==> config.mk <==
export PLATFORM = sky130hd
export DESIGN_NAME = sseg_formatter
export DESIGN_NICKNAME = d
export VERILOG_FILES = /design/src/rtl/sseg_codes_pkg.sv /design/src/rtl/bcd_adj3.sv /design/src/rtl/sseg_formatter.sv
export SDC_FILE = /design/constraint.sdc
export NUM_CORES = 1
export LEC_CHECK = 0
export BUFFER_PORTS_ARGS = -buffer_cell sky130_fd_sc_hd__buf_2
export CAP_MARGIN = 20
export CELL_PAD_IN_SITES_DETAIL_PLACEMENT = 1
export CELL_PAD_IN_SITES_GLOBAL_PLACEMENT = 2
export CORE_MARGIN = 4
export CORE_UTILIZATION = 39
export CTS_CLUSTER_SIZE = 14
export DETAILED_ROUTE_END_ITERATION = 10
export PLACE_DENSITY = 0.95
export RECOVER_POWER = 100
export SKIP_CTS_REPAIR_TIMING = 1
export SLEW_MARGIN = 20
export SYNTH_ARGS = -nofsm -noshare
export SYNTH_HDL_FRONTEND = slang
export SYNTH_SLANG_ARGS = --single-unit
export TNS_END_PERCENT = 30
==> constraint.sdc <==
create_clock -name clk -period 3.95 [get_ports clk]
set_clock_uncertainty 0.05 [all_clocks]
set_input_delay 0.395 -clock clk [delete_from_list [all_inputs] [get_ports clk]]
set_output_delay 0.395 -clock clk [all_outputs]
set_load 0.05 [all_outputs]
==> src/rtl/sseg_codes_pkg.sv <==
// Shared codes, state encoding and range limits for the
// seven-segment result formatter.
package sseg_codes_pkg;

  localparam logic [4:0] CODE_BLANK = 5'd16;
  localparam logic [4:0] CODE_MINUS = 5'd17;
  localparam logic [4:0] CODE_E     = 5'd18;
  localparam logic [4:0] CODE_R     = 5'd19;

  localparam logic [31:0] POS_MAX = 32'd9999;
  localparam logic [31:0] NEG_MAX = 32'd999;

  typedef enum logic [1:0] {
    IDLE   = 2'd0,
    SHIFT  = 2'd1,
    FORMAT = 2'd2
  } state_e;

endpackage

==> src/rtl/bcd_adj3.sv <==
// Double-dabble correction cell: add 3 to a BCD nibble
// that is 5 or more, ahead of the left shift.
module bcd_adj3 (
  input  logic [3:0] d,
  output logic [3:0] q
);

  always_comb begin
    q = d;
    if (d >= 4'd5) q = d + 4'd3;
  end

endmodule

==> src/rtl/sseg_formatter.sv <==
// Signed result to four display codes: sequential double-dabble,
// leading-zero blanking, minus placement and "Err" overflow.
module sseg_formatter
  import sseg_codes_pkg::*;
#(
  parameter int WIDTH      = 16,
  parameter int BCD_DIGITS = 5
) (
  input  logic             clk,
  input  logic             rst,
  input  logic             start,
  input  logic [WIDTH-1:0] value,
  input  logic [3:0]       dp_sel,
  output logic             busy,
  output logic             done,
  output logic [4:0]       leftmost,
  output logic [4:0]       left_center,
  output logic [4:0]       right_center,
  output logic [4:0]       rightmost,
  output logic             leftmost_dp,
  output logic             left_center_dp,
  output logic             right_center_dp,
  output logic             rightmost_dp
);

  localparam int BW = 4 * BCD_DIGITS;
  localparam int CW = $clog2(WIDTH + 1);

  state_e           state_q, state_d;
  logic [CW-1:0]    cnt_q, cnt_d;
  logic [WIDTH-1:0] mag_q, mag_d;
  logic [BW-1:0]    bcd_q, bcd_d;
  logic             neg_q, neg_d;
  logic             err_q, err_d;
  logic [3:0]       dpsel_q, dpsel_d;
  logic [3:0][4:0]  code_q, code_d;
  logic [3:0]       dp_q, dp_d;
  logic             done_q, done_d;

  logic [BW-1:0]    bcd_adj;
  logic [WIDTH-1:0] mag_in;
  logic             err_in;
  logic [3:0][4:0]  fmt;

  for (genvar g = 0; g < BCD_DIGITS; g++) begin : g_adj
    bcd_adj3 u_adj (
      .d (bcd_q[4*g +: 4]),
      .q (bcd_adj[4*g +: 4])
    );
  end

  // -2^(W-1) wraps to itself, which reads correctly as unsigned
  assign mag_in = value[WIDTH-1] ? (~value) + WIDTH'(1) : value;
  assign err_in = value[WIDTH-1] ? (32'(mag_in) > NEG_MAX)
                                 : (32'(mag_in) > POS_MAX);

  logic [3:0] d3, d2, d1, d0;
  logic       s3, s2, s1;
  logic       ovf;

  assign d3  = bcd_q[15:12];
  assign d2  = bcd_q[11:8];
  assign d1  = bcd_q[7:4];
  assign d0  = bcd_q[3:0];
  assign s3  = (d3 != 4'd0);
  assign s2  = s3 | (d2 != 4'd0);
  assign s1  = s2 | (d1 != 4'd0);
  assign ovf = err_q | (|bcd_q[BW-1:16]);

  // sN: digit N or something left of it is nonzero
  always_comb begin
    fmt[3] = s3 ? {1'b0, d3} : CODE_BLANK;
    fmt[2] = s2 ? {1'b0, d2} : CODE_BLANK;
    fmt[1] = s1 ? {1'b0, d1} : CODE_BLANK;
    fmt[0] = {1'b0, d0};
    if (neg_q) begin
      unique case (1'b1)
        (s2 && !s3): fmt[3] = CODE_MINUS;
        (s1 && !s2): fmt[2] = CODE_MINUS;
        (!s1):       fmt[1] = CODE_MINUS;
        default: ;
      endcase
    end
    if (ovf) fmt = {CODE_E, CODE_R, CODE_R, CODE_BLANK};
  end

  always_comb begin
    state_d = state_q;
    cnt_d   = cnt_q;
    mag_d   = mag_q;
    bcd_d   = bcd_q;
    neg_d   = neg_q;
    err_d   = err_q;
    dpsel_d = dpsel_q;
    code_d  = code_q;
    dp_d    = dp_q;
    done_d  = 1'b0;
    unique case (state_q)
      IDLE: begin
        if (start) begin
          neg_d   = value[WIDTH-1];
          mag_d   = mag_in;
          err_d   = err_in;
          dpsel_d = dp_sel;
          bcd_d   = '0;
          cnt_d   = CW'(WIDTH);
          state_d = SHIFT;
        end
      end
      SHIFT: begin
        bcd_d = {bcd_adj[BW-2:0], mag_q[WIDTH-1]};
        mag_d = {mag_q[WIDTH-2:0], 1'b0};
        // a carry out of the top digit can only mean overflow
        err_d = err_q | bcd_adj[BW-1];
        cnt_d = cnt_q - CW'(1);
        if (cnt_q == CW'(1)) state_d = FORMAT;
      end
      FORMAT: begin
        code_d  = fmt;
        dp_d    = dpsel_q;
        done_d  = 1'b1;
        state_d = IDLE;
      end
      default: state_d = IDLE;
    endcase
  end

  always_ff @(posedge clk or posedge rst) begin
    if (rst) begin
      state_q <= IDLE;
      cnt_q   <= '0;
      mag_q   <= '0;
      bcd_q   <= '0;
      neg_q   <= 1'b0;
      err_q   <= 1'b0;
      dpsel_q <= '0;
      code_q  <= {4{CODE_BLANK}};
      dp_q    <= '0;
      done_q  <= 1'b0;
    end else begin
      state_q <= state_d;
      cnt_q   <= cnt_d;
      mag_q   <= mag_d;
      bcd_q   <= bcd_d;
      neg_q   <= neg_d;
      err_q   <= err_d;
      dpsel_q <= dpsel_d;
      code_q  <= code_d;
      dp_q    <= dp_d;
      done_q  <= done_d;
    end
  end

  assign busy            = (state_q != IDLE);
  assign done            = done_q;
  assign leftmost        = code_q[3];
  assign left_center     = code_q[2];
  assign right_center    = code_q[1];
  assign rightmost       = code_q[0];
  assign leftmost_dp     = dp_q[3];
  assign left_center_dp  = dp_q[2];
  assign right_center_dp = dp_q[1];
  assign rightmost_dp    = dp_q[0];

endmodule

==> impl_metrics.tcl <==
set metrics [dict create \
    status "finished with violations" \
    violations "capacitance limit, slew limit" \
    cpPeakStageDelay_ps 710 \
    syn_inst 426 \
    dpl-instance-area_sq_mm 0.00430 \
    core_sq_mm 0.00982 \
    critPathLaunch "state_q[0]" \
    tns_ps 0 \
    rsz0062_at_grt "no" \
    clockBufferDepth 2 \
    crit_slowest_cell "clkbuf_1" \
    crit_type "reg -> reg" \
    hpwlAfterDp_mm 6.95 \
    crit_arrival_ps 3060 \
    grt_pass1_vias 3430 \
    tightest_slew_ps 1700 \
    synth-compound-area-share_pct 20.7 \
    synth_top_family_by_area "compound AO/OA/AOI/OAI gates" \
    synth_top_cell_area_share_pct 44.4 \
    crit_chain "nand2b_1, clkbuf_1, inv_1, nand3b_1, nor3_1, clkbuf_1, a22o_1" \
    wl_mm 9.90 \
    num_rows 36 \
    yosys.area_share.xor_xnor_pct 4.89 \
    antenna_left 0 \
    final_cell_mix "dfrtp_1, nand2_1, o21ai_0" \
    fin_ws_ps 1130 \
    crit_top_cell "clkbuf_1" \
    cts.clk_slew.worst_paths_ps 80 \
    final_cell_area_sq_mm 0.00446 \
    drive_above_1_share_pct 9.98 \
    reg2reg_to "rightmost[0]" \
    cts.sinks 74 \
    reg2regPathDepth 7 \
    path_depth 7 \
    die_h_microns 109 \
    fp.dieW_microns 109 \
    maxSlewViolCount 45 \
    vias 3333 \
    pre_cts_ws_ps 1460 \
    h-tree-depth 3 \
    antenna_found_initial 0 \
    p_per_area_mw_per_mm2 672 \
    ys_async_sr_fraction_pct 100 \
    syn_avg_cell_area_sq_um 9.26 \
    route.detailed.drc 0 \
    synthMuxAreaShare_pct 0.508 \
    io_buffers 48 \
    yosysTopAreaCell "dfrtp_1" \
    grt_pass1_wl_mm 16.8 \
    io_pins 49 \
    peakVddDrop_v 0.000230 \
    setup.worst_path.end "rightmost[0]" \
    setup_viol 0 \
    grt_start_max_net_pins 45 \
    cp_num_buf_inv 3 \
    cts_tree "done" \
    ys_types 45 \
    yosys.area_share.adder_pct 5.08 \
    wl_per_cell_microns 16.4 \
    area_delta_synth_final_pct 13.1 \
    cp.required_ps 4190 \
    finish.utilization_pct 45.4 \
    synth.area.top_cells "dfrtp_1, o21ai_0, ha_1" \
    cts_root_buf "clkbuf_8" \
    die_area_sq_mm 0.0118 \
    ys_warn_count 0 \
    final_common_cell "dfrtp_1" \
    grtUsageTotal_pct 17.9 \
    ys_ff_latch 74 \
    diodes 0 \
    drv_cap 1 \
    start_kind "flop" \
    fin_crit_ps 2820 \
    drtIter0Drc 120 \
    synthFlopType "dfrtp_1" \
    max_slew_margin_pct -13.7 \
    timing.rr.start "state_q[0]" \
    start_util_pct 40.2 \
    synth_edf_count 0 \
    r2r_setup_slack_ps 1130 \
    clk_latency_ps 370 \
    period_share_pct 71.4 \
    whs_ps 171 \
    path_max_fanout 20 \
    overflow 0 \
    end_kind "flop" \
    synthSimpleGateAreaFrac_pct 17.5 \
    via_per_inst 5.52 \
    syn_nets 465 \
    syn-cell-area_sq_mm 0.00394 \
    crit_family "buffers and inverters" \
    dr.pass1.iters 4 \
    holdCritPathClass "in -> reg" \
    gp_congestion 0.827 \
    leakage_nw 1.90 \
    hold_viol 0 \
    fin_nets 505 \
    cts_buffers 9 \
    ys_seq_area_share_pct 47.1 \
    clock.fmax_ghz 0.354 \
]
[power by group]
group	total, mW	leakage [nW]	switching [mW]	internal (mW)
Clock	0.645	0.0995	0.290	0.355
Sequential	1.22	0.921	0.227	0.998
Combinational	1.13	0.881	0.707	0.421
[through the flow]
stage	power [mW]	cells
5_1_grt	3.25	604
6_report	3.00	604
3_3_place_gp	2.30	588
3_5_place_dp	2.38	588
4_1_cts	3.04	604
2_1_floorplan	2.06	426
[state kept, by name (all words and copies together) (netlist names), 2 cells and up]
signal and cells:
bcd_q 20, mag_q 16, cnt_q 5, left_center 5
leftmost 5, right_center 5, rightmost 5, dp_q 4
dpsel_q 4, state_q 2
[logic make-up after synthesis]
kind of cell,after synthesis
buf+inv,44
xor+xnor,22
compound gates,124
simple gates,144
flops,74
mux,2
fa+ha+maj,16
[routing by layer]
| layer | vias to the layer above | global-route usage (%) | wire [microns] |
|---|---|---|---|
| met5 | - | 0 | 0 |
| met4 | 0 | 7.48 | 177 |
| met3 | 14 | 3.40 | 334 |
| met2 | 64 | 29.9 | 4850 |
| met1 | 1651 | 22.6 | 4550 |
| li1 | 1604 | - | - |
[tightest hold or removal path, stage by stage]
cell	delay, ps
buf_2	80
nand2_1	40
nand2_1	40
[synthesized netlist by cell type, types with 3 or more instances]
| cell | n |
|---|---|
| dfrtp_1 | 70 |
| nand2_1 | 51 |
| nor3b_1 | 3 |
| inv_1 | 19 |
| xor2_1 | 9 |
| xnor2_1 | 13 |
| a22o_1 | 11 |
| clkbuf_1 | 18 |
| nand3_1 | 20 |
| o32ai_1 | 3 |
| nor3_1 | 7 |
| o31ai_1 | 8 |
| dfstp_2 | 4 |
| a22oi_1 | 14 |
| nand2b_1 | 8 |
| o21ai_0 | 46 |
| nor2_1 | 31 |
| ha_1 | 16 |
| or4_1 | 4 |
| a32o_1 | 5 |
| nor4_1 | 4 |
| buf_1 | 5 |
| or3_1 | 4 |
| a21oi_1 | 24 |
[worst min path at each step]
stage,cells past startpoint,slack (ps),start,end
floorplan,2,390,dpsel_q[0],dp_q[0]
global placement,2,400,dpsel_q[2],dp_q[2]
detailed placement,2,410,dpsel_q[1],dp_q[1]
CTS,3,170,dp_sel[3],dpsel_q[3]
global route,3,160,dp_sel[3],dpsel_q[3]
finish,3,170,dp_sel[3],dpsel_q[3]
[final cells by class]
| type | count | area, sq um |
|---|---|---|
| Fill cell | 1198 | 5360 |
| Multi-Input combinational cell | 308 | 1920 |
| Sequential cell | 74 | 1860 |
| Timing Repair Buffer | 54 | 234 |
| Tap cell | 133 | 166 |
| Clock buffer | 11 | 131 |
| Clock inverter | 5 | 80.1 |
| Inverter | 19 | 71.3 |
(Power assumes the default switching activity.)
